<file path="src/rtl/pe_load_ctrl_pkg.sv">
// pe_load_ctrl_pkg: shared types and width defaults for the PE-array load chain head-end
package pe_load_ctrl_pkg;

    localparam int ID_WIDTH_DEF      = 6;
    localparam int IN_DATA_WIDTH_DEF = 8;

    typedef enum logic [2:0] {
        IDLE  = 3'd0,
        LOAD  = 3'd1,
        DRAIN = 3'd2,
        POP   = 3'd3,
        DONE  = 3'd4
    } load_state_e;

    typedef struct packed {
        logic                         vld;
        logic [ID_WIDTH_DEF-1:0]      id;
        logic [IN_DATA_WIDTH_DEF-1:0] data;
    } load_beat_t;

endpackage

</file>
<file path="src/rtl/pe_load_ctrl.sv">
// pe_load_ctrl: tags a weight stream with PE ids for the load chain, then issues a pop burst
module pe_load_ctrl
    import pe_load_ctrl_pkg::*;
#(
    parameter int ID_WIDTH      = ID_WIDTH_DEF,
    parameter int IN_DATA_WIDTH = IN_DATA_WIDTH_DEF,
    parameter int NUM_PE        = 64,
    parameter int WGT_DEPTH     = 4,
    parameter int DRAIN_CYCLES  = NUM_PE,
    parameter int POP_LEN_WIDTH = 8
) (
    input  logic                     clk,
    input  logic                     rst,
    input  logic                     i_start,
    input  logic                     i_abort,
    input  logic [POP_LEN_WIDTH-1:0] i_pop_len,
    input  logic                     i_wgt_vld,
    output logic                     o_wgt_rdy,
    input  logic [IN_DATA_WIDTH-1:0] i_wgt_data,
    output logic                     o_load_vld,
    output logic [ID_WIDTH-1:0]      o_load_id,
    output logic [IN_DATA_WIDTH-1:0] o_load_data,
    output logic                     o_pop_vld,
    output logic                     o_busy,
    output logic                     o_done
);

    localparam int SW = (WGT_DEPTH > 1) ? $clog2(WGT_DEPTH) : 1;
    localparam int DW = $clog2(DRAIN_CYCLES + 1);

    load_state_e              state;
    logic [ID_WIDTH-1:0]      id_cnt;
    logic [SW-1:0]            slot_cnt;
    logic [DW-1:0]            drain_cnt;
    logic [POP_LEN_WIDTH-1:0] pop_len_r;
    logic [POP_LEN_WIDTH-1:0] pop_cnt;

    assign o_wgt_rdy = (state == LOAD);
    assign o_busy    = (state != IDLE);

    // Sequence FSM with its counters; all chain-facing outputs are registered here
    always_ff @(posedge clk or posedge rst) begin
        if (rst) begin
            state       <= IDLE;
            id_cnt      <= '0;
            slot_cnt    <= '0;
            drain_cnt   <= '0;
            pop_len_r   <= '0;
            pop_cnt     <= '0;
            o_load_vld  <= 1'b0;
            o_load_id   <= '0;
            o_load_data <= '0;
            o_pop_vld   <= 1'b0;
            o_done      <= 1'b0;
        end else begin
            o_load_vld <= 1'b0;
            o_pop_vld  <= 1'b0;
            o_done     <= 1'b0;
            if (i_abort) begin
                state <= IDLE;
            end else begin
                case (state)
                    IDLE: if (i_start) begin
                        pop_len_r <= i_pop_len;
                        id_cnt    <= '0;
                        slot_cnt  <= '0;
                        state     <= LOAD;
                    end
                    LOAD: if (i_wgt_vld) begin
                        o_load_vld  <= 1'b1;
                        o_load_id   <= id_cnt;
                        o_load_data <= i_wgt_data;
                        if (slot_cnt == SW'(WGT_DEPTH - 1)) begin
                            slot_cnt <= '0;
                            if (id_cnt == ID_WIDTH'(NUM_PE - 1)) begin
                                drain_cnt <= DW'(DRAIN_CYCLES - 1);
                                state     <= DRAIN;
                            end else begin
                                id_cnt <= id_cnt + 1'b1;
                            end
                        end else begin
                            slot_cnt <= slot_cnt + 1'b1;
                        end
                    end
                    DRAIN: if (drain_cnt == '0) begin
                        if (pop_len_r != '0) begin
                            pop_cnt <= pop_len_r;
                            state   <= POP;
                        end else begin
                            o_done <= 1'b1;
                            state  <= DONE;
                        end
                    end else begin
                        drain_cnt <= drain_cnt - 1'b1;
                    end
                    POP: begin
                        o_pop_vld <= 1'b1;
                        pop_cnt   <= pop_cnt - 1'b1;
                        if (pop_cnt == POP_LEN_WIDTH'(1)) begin
                            o_done <= 1'b1;
                            state  <= DONE;
                        end
                    end
                    default: state <= IDLE;
                endcase
            end
        end
    end

endmodule

</file>
<file path="config.mk">
export PLATFORM = sky130hd
export DESIGN_NAME = pe_load_ctrl
export DESIGN_NICKNAME = d
export VERILOG_FILES = /design/src/rtl/pe_load_ctrl_pkg.sv /design/src/rtl/pe_load_ctrl.sv
export SDC_FILE = /design/constraint.sdc
export NUM_CORES = 1
export LEC_CHECK = 0
export CAP_MARGIN = 20
export CORE_ASPECT_RATIO = 1.75
export CORE_MARGIN = 8
export CORE_UTILIZATION = 58
export DETAILED_ROUTE_END_ITERATION = 10
export GPL_ROUTABILITY_DRIVEN = 0
export HOLD_SLACK_MARGIN = 0.03
export PLACE_DENSITY = 0.95
export SLEW_MARGIN = 40
export SYNTH_ARGS = -nofsm -noshare
export SYNTH_HDL_FRONTEND = slang
export SYNTH_SLANG_ARGS = --single-unit
</file>
<file path="constraint.sdc">
create_clock -name clk -period 2.8 [get_ports clk]
set_clock_uncertainty 0.05 [all_clocks]
set_input_delay 0.56 -clock clk [delete_from_list [all_inputs] [get_ports clk]]
set_output_delay 0.56 -clock clk [all_outputs]
set_load 0.01 [all_outputs]
</file>
==> run summary <==
Status: finished, final reports clean
Clock Latency Late Sink: 0.31 ns
Routed WL: 6.548 mm
Max clock buf depth: 2
P per Cell Area: 913.9 nW/um^2
Reg2Reg Launch Point: state[0]
Hold endpoint: o_load_data[1]
Drc violations: 0
Worst-margin pin slew: 0.6458 ns
I/O pin count: 40
Synth Register Bits: 51
Clk sink count: 51
Reg2reg setup slack: 0.58 ns
Max H-tree Level: 2
Min-delay src: o_load_data[1]
Met2 Routed Length: 3.609 mm
Nets: 324
Starting density of the core: 60.63%
CTS tree: yes
First-pass GRT wire length: 10.86 mm
Synth Instances: 256
N_diodes: 0
Post-Place Cell Area: 3132 um^2
CP Class: flop to primary output
Clock buffer count from CTS: 5
Highest Clock Rate: 369.5 MHz
Worst-path fanout max: 11
Predominant post-synthesis flop cell: dfrtp_1
Overall Global Routing Usage: 19.08%
Reg2Reg Depth: 4
Syn nets: 283
Fin crit share: 96.66%
Final Power: 2.959 mW
Die ar.: 7116 um^2
Initial antenna violation count: 0
Placed insts: 341
Worst setup EP type: primary output
Pin count of the biggest net entering global routing: 52
DR iter-0 viols: 139
DIE WIDTH: 67.29 um
Root buf cell: clkbuf_8
Cells along the critical path: or3b_1 -> inv_2 -> clkdlybuf4s50_1
Number of buffers inserted by port buffering: 39
CP max-delay cell: clkdlybuf4s50_1
Post-CTS Hold Fix Bufs: 0
Slack of the critical path: 0.09351 ns
R2R Path End: drain_cnt[6]
YS warnings: 0
Min Clock Period, post-route: 2.706 ns
Die Height: 105.8 um
Post-cts gate resize count: 0
Worst Setup Start Kind: flop
Vias in the first global route: 2309
Layout area overhead: 21.27%
Synth unique cells: 53
TNS Setup: 0 ns
Pleak: 1.332 nW
Drt pass-1 iters: 5
Top routing layer in use: met4
Fin. max-slew vios: 0
Met3 WL: 358 um
Core area: 4404 um^2
Crit path largest cell delay: 0.57 ns
Layout cell share with drive strength beyond 1: 14.48%
Worst hold path type: flop to flop
Via count: 2279
Final Hold Vio Count: 0
Clock slew at reported path FFs: 0.09 ns
Share of the yosys chip area belonging to registers: 47.80%
Layout Cells excl Fill: 348
Row count: 32
Asr flop ratio synth: 100.0%
Slew Limit Headroom: 56.82%
WP data arrival: 2.10 ns
Postcts setup bufs: 0
Fin area: 3238 um^2
Hold path depth: 1
Met1 Routed Length: 2.429 mm
Via density: 6.549
Final setup violation count: 0
Worst slack, placed: 0.2231 ns
Synth Area per Inst: 10.43 um^2
Remaining global-route overflow: 0
Number of synthesized flops with an enable pin: 0
Critical Path RT: 2.19 ns
Antenna viol nets, final: 0
Detailed Place HPWL: 4.720 mm
WL/cell: 18.82 um
Maximum vdd drop: 0.5786 mV
Max-cap violations: 0
RSZ-0062 raised after global routing: no
Cell Area, Synth: 2670 um^2
cell usage in the layout, fill, tap and decap left out, drive strengths merged, types with 6 or more instances in the layout:
master and instances:
inv 13, nor4 6, a21oi 14, clkdlybuf4s50 39, mux2 22, a211oi 7
nor3 12, buf 7, ha 6, nor2 13, nand2 14, dfrtp 51
o21ai 21
cell type report:
cell class	instances	area [um^2]
Clock buffer	5	68.82
Clock inverter	2	37.54
Fill cell	282	1166
Inverter	13	48.80
Multi-Input combinational cell	180	1287
Sequential cell	51	1276
Tap cell	51	63.81
Timing Repair Buffer	46	455.4
per-stage QoR:
step           hold slack (ns)  util (%)
2_1_floorplan           0.4038         -
3_3_place_gp            0.4129     71.11
3_5_place_dp            0.4278     71.11
4_1_cts                 0.4479     73.52
5_1_grt                 0.4697     73.52
6_report                0.4450     73.52
cell usage after synthesis (3+ instances only):
master     count  area [um^2]
dfrtp_1       51         1276
o21ai_0       19        95.09
mux2_2        17        191.4
a21oi_1       14        70.07
nand2_1       14        52.55
nor2_1        13        48.80
inv_1         12        45.04
nor3_1        12        60.06
clkbuf_1       7        26.28
ha_1           6        75.07
a211oi_1       5        37.54
mux2_1         5        56.30
nor4_1         5        31.28
o2bb2ai_1      5        43.79
nand2b_1       4        25.02
nand4_1        4        25.02
o211ai_1       4        30.03
o31ai_1        4        30.03
a31oi_1        3        18.77
buf_2          3        15.01
mux2i_1        3        30.03
nand3b_1       3        22.52
o22a_1         3        26.28
or4_1          3        22.52
critical path, delay by kind of cell, from the launching register on:
kind | cells | cell delay (ns)
DFF | 1 | 0.52
and+or+nand+nor | 1 | 0.50
buffers and inverters | 2 | 0.77
layer usage:
metal	track usage [%]	vias up
met5	0	-
met1	21.11	1124
met3	3.181	19
met2	33.61	108
li1	-	1028
met4	8.872	0
flip-flops by register name, indices dropped and copies added, names as in the netlist:
name,cells
id_cnt,6
drain_cnt,7
state,3
o_load_data,8
o_load_id,6
pop_len_r,8
o_done,1
o_load_vld,1
o_pop_vld,1
slot_cnt,2
pop_cnt,8
cells by family after synthesis:
family | after synthesis | synth area share [%]
simple gates | 78 | 16.73
fa+ha+maj | 6 | 2.812
mux | 25 | 10.40
compound gates | 71 | 18.28
buf+inv | 25 | 3.983
flops | 51 | 47.80
where the power goes:
| group | internal, mW | switching (mW) | leakage (nW) |
|---|---|---|---|
| combinational | 0.585 | 0.586 | 0.641 |
| sequential | 1.00 | 0.278 | 0.641 |
| clock | 0.261 | 0.248 | 0.0502 |
worst max-delay path by stage:
stage,slack [ns],startpoint,end
floorplan,0.86,state[2],o_load_data[0]
global route,0.02,state[0],o_wgt_rdy
CTS,0.11,state[0],o_wgt_rdy
finish,0.09,state[0],o_wgt_rdy
global placement,0.30,i_wgt_vld,id_cnt[4]
detailed placement,0.22,i_wgt_vld,id_cnt[4]
Power figures use the tool's default switching activity.
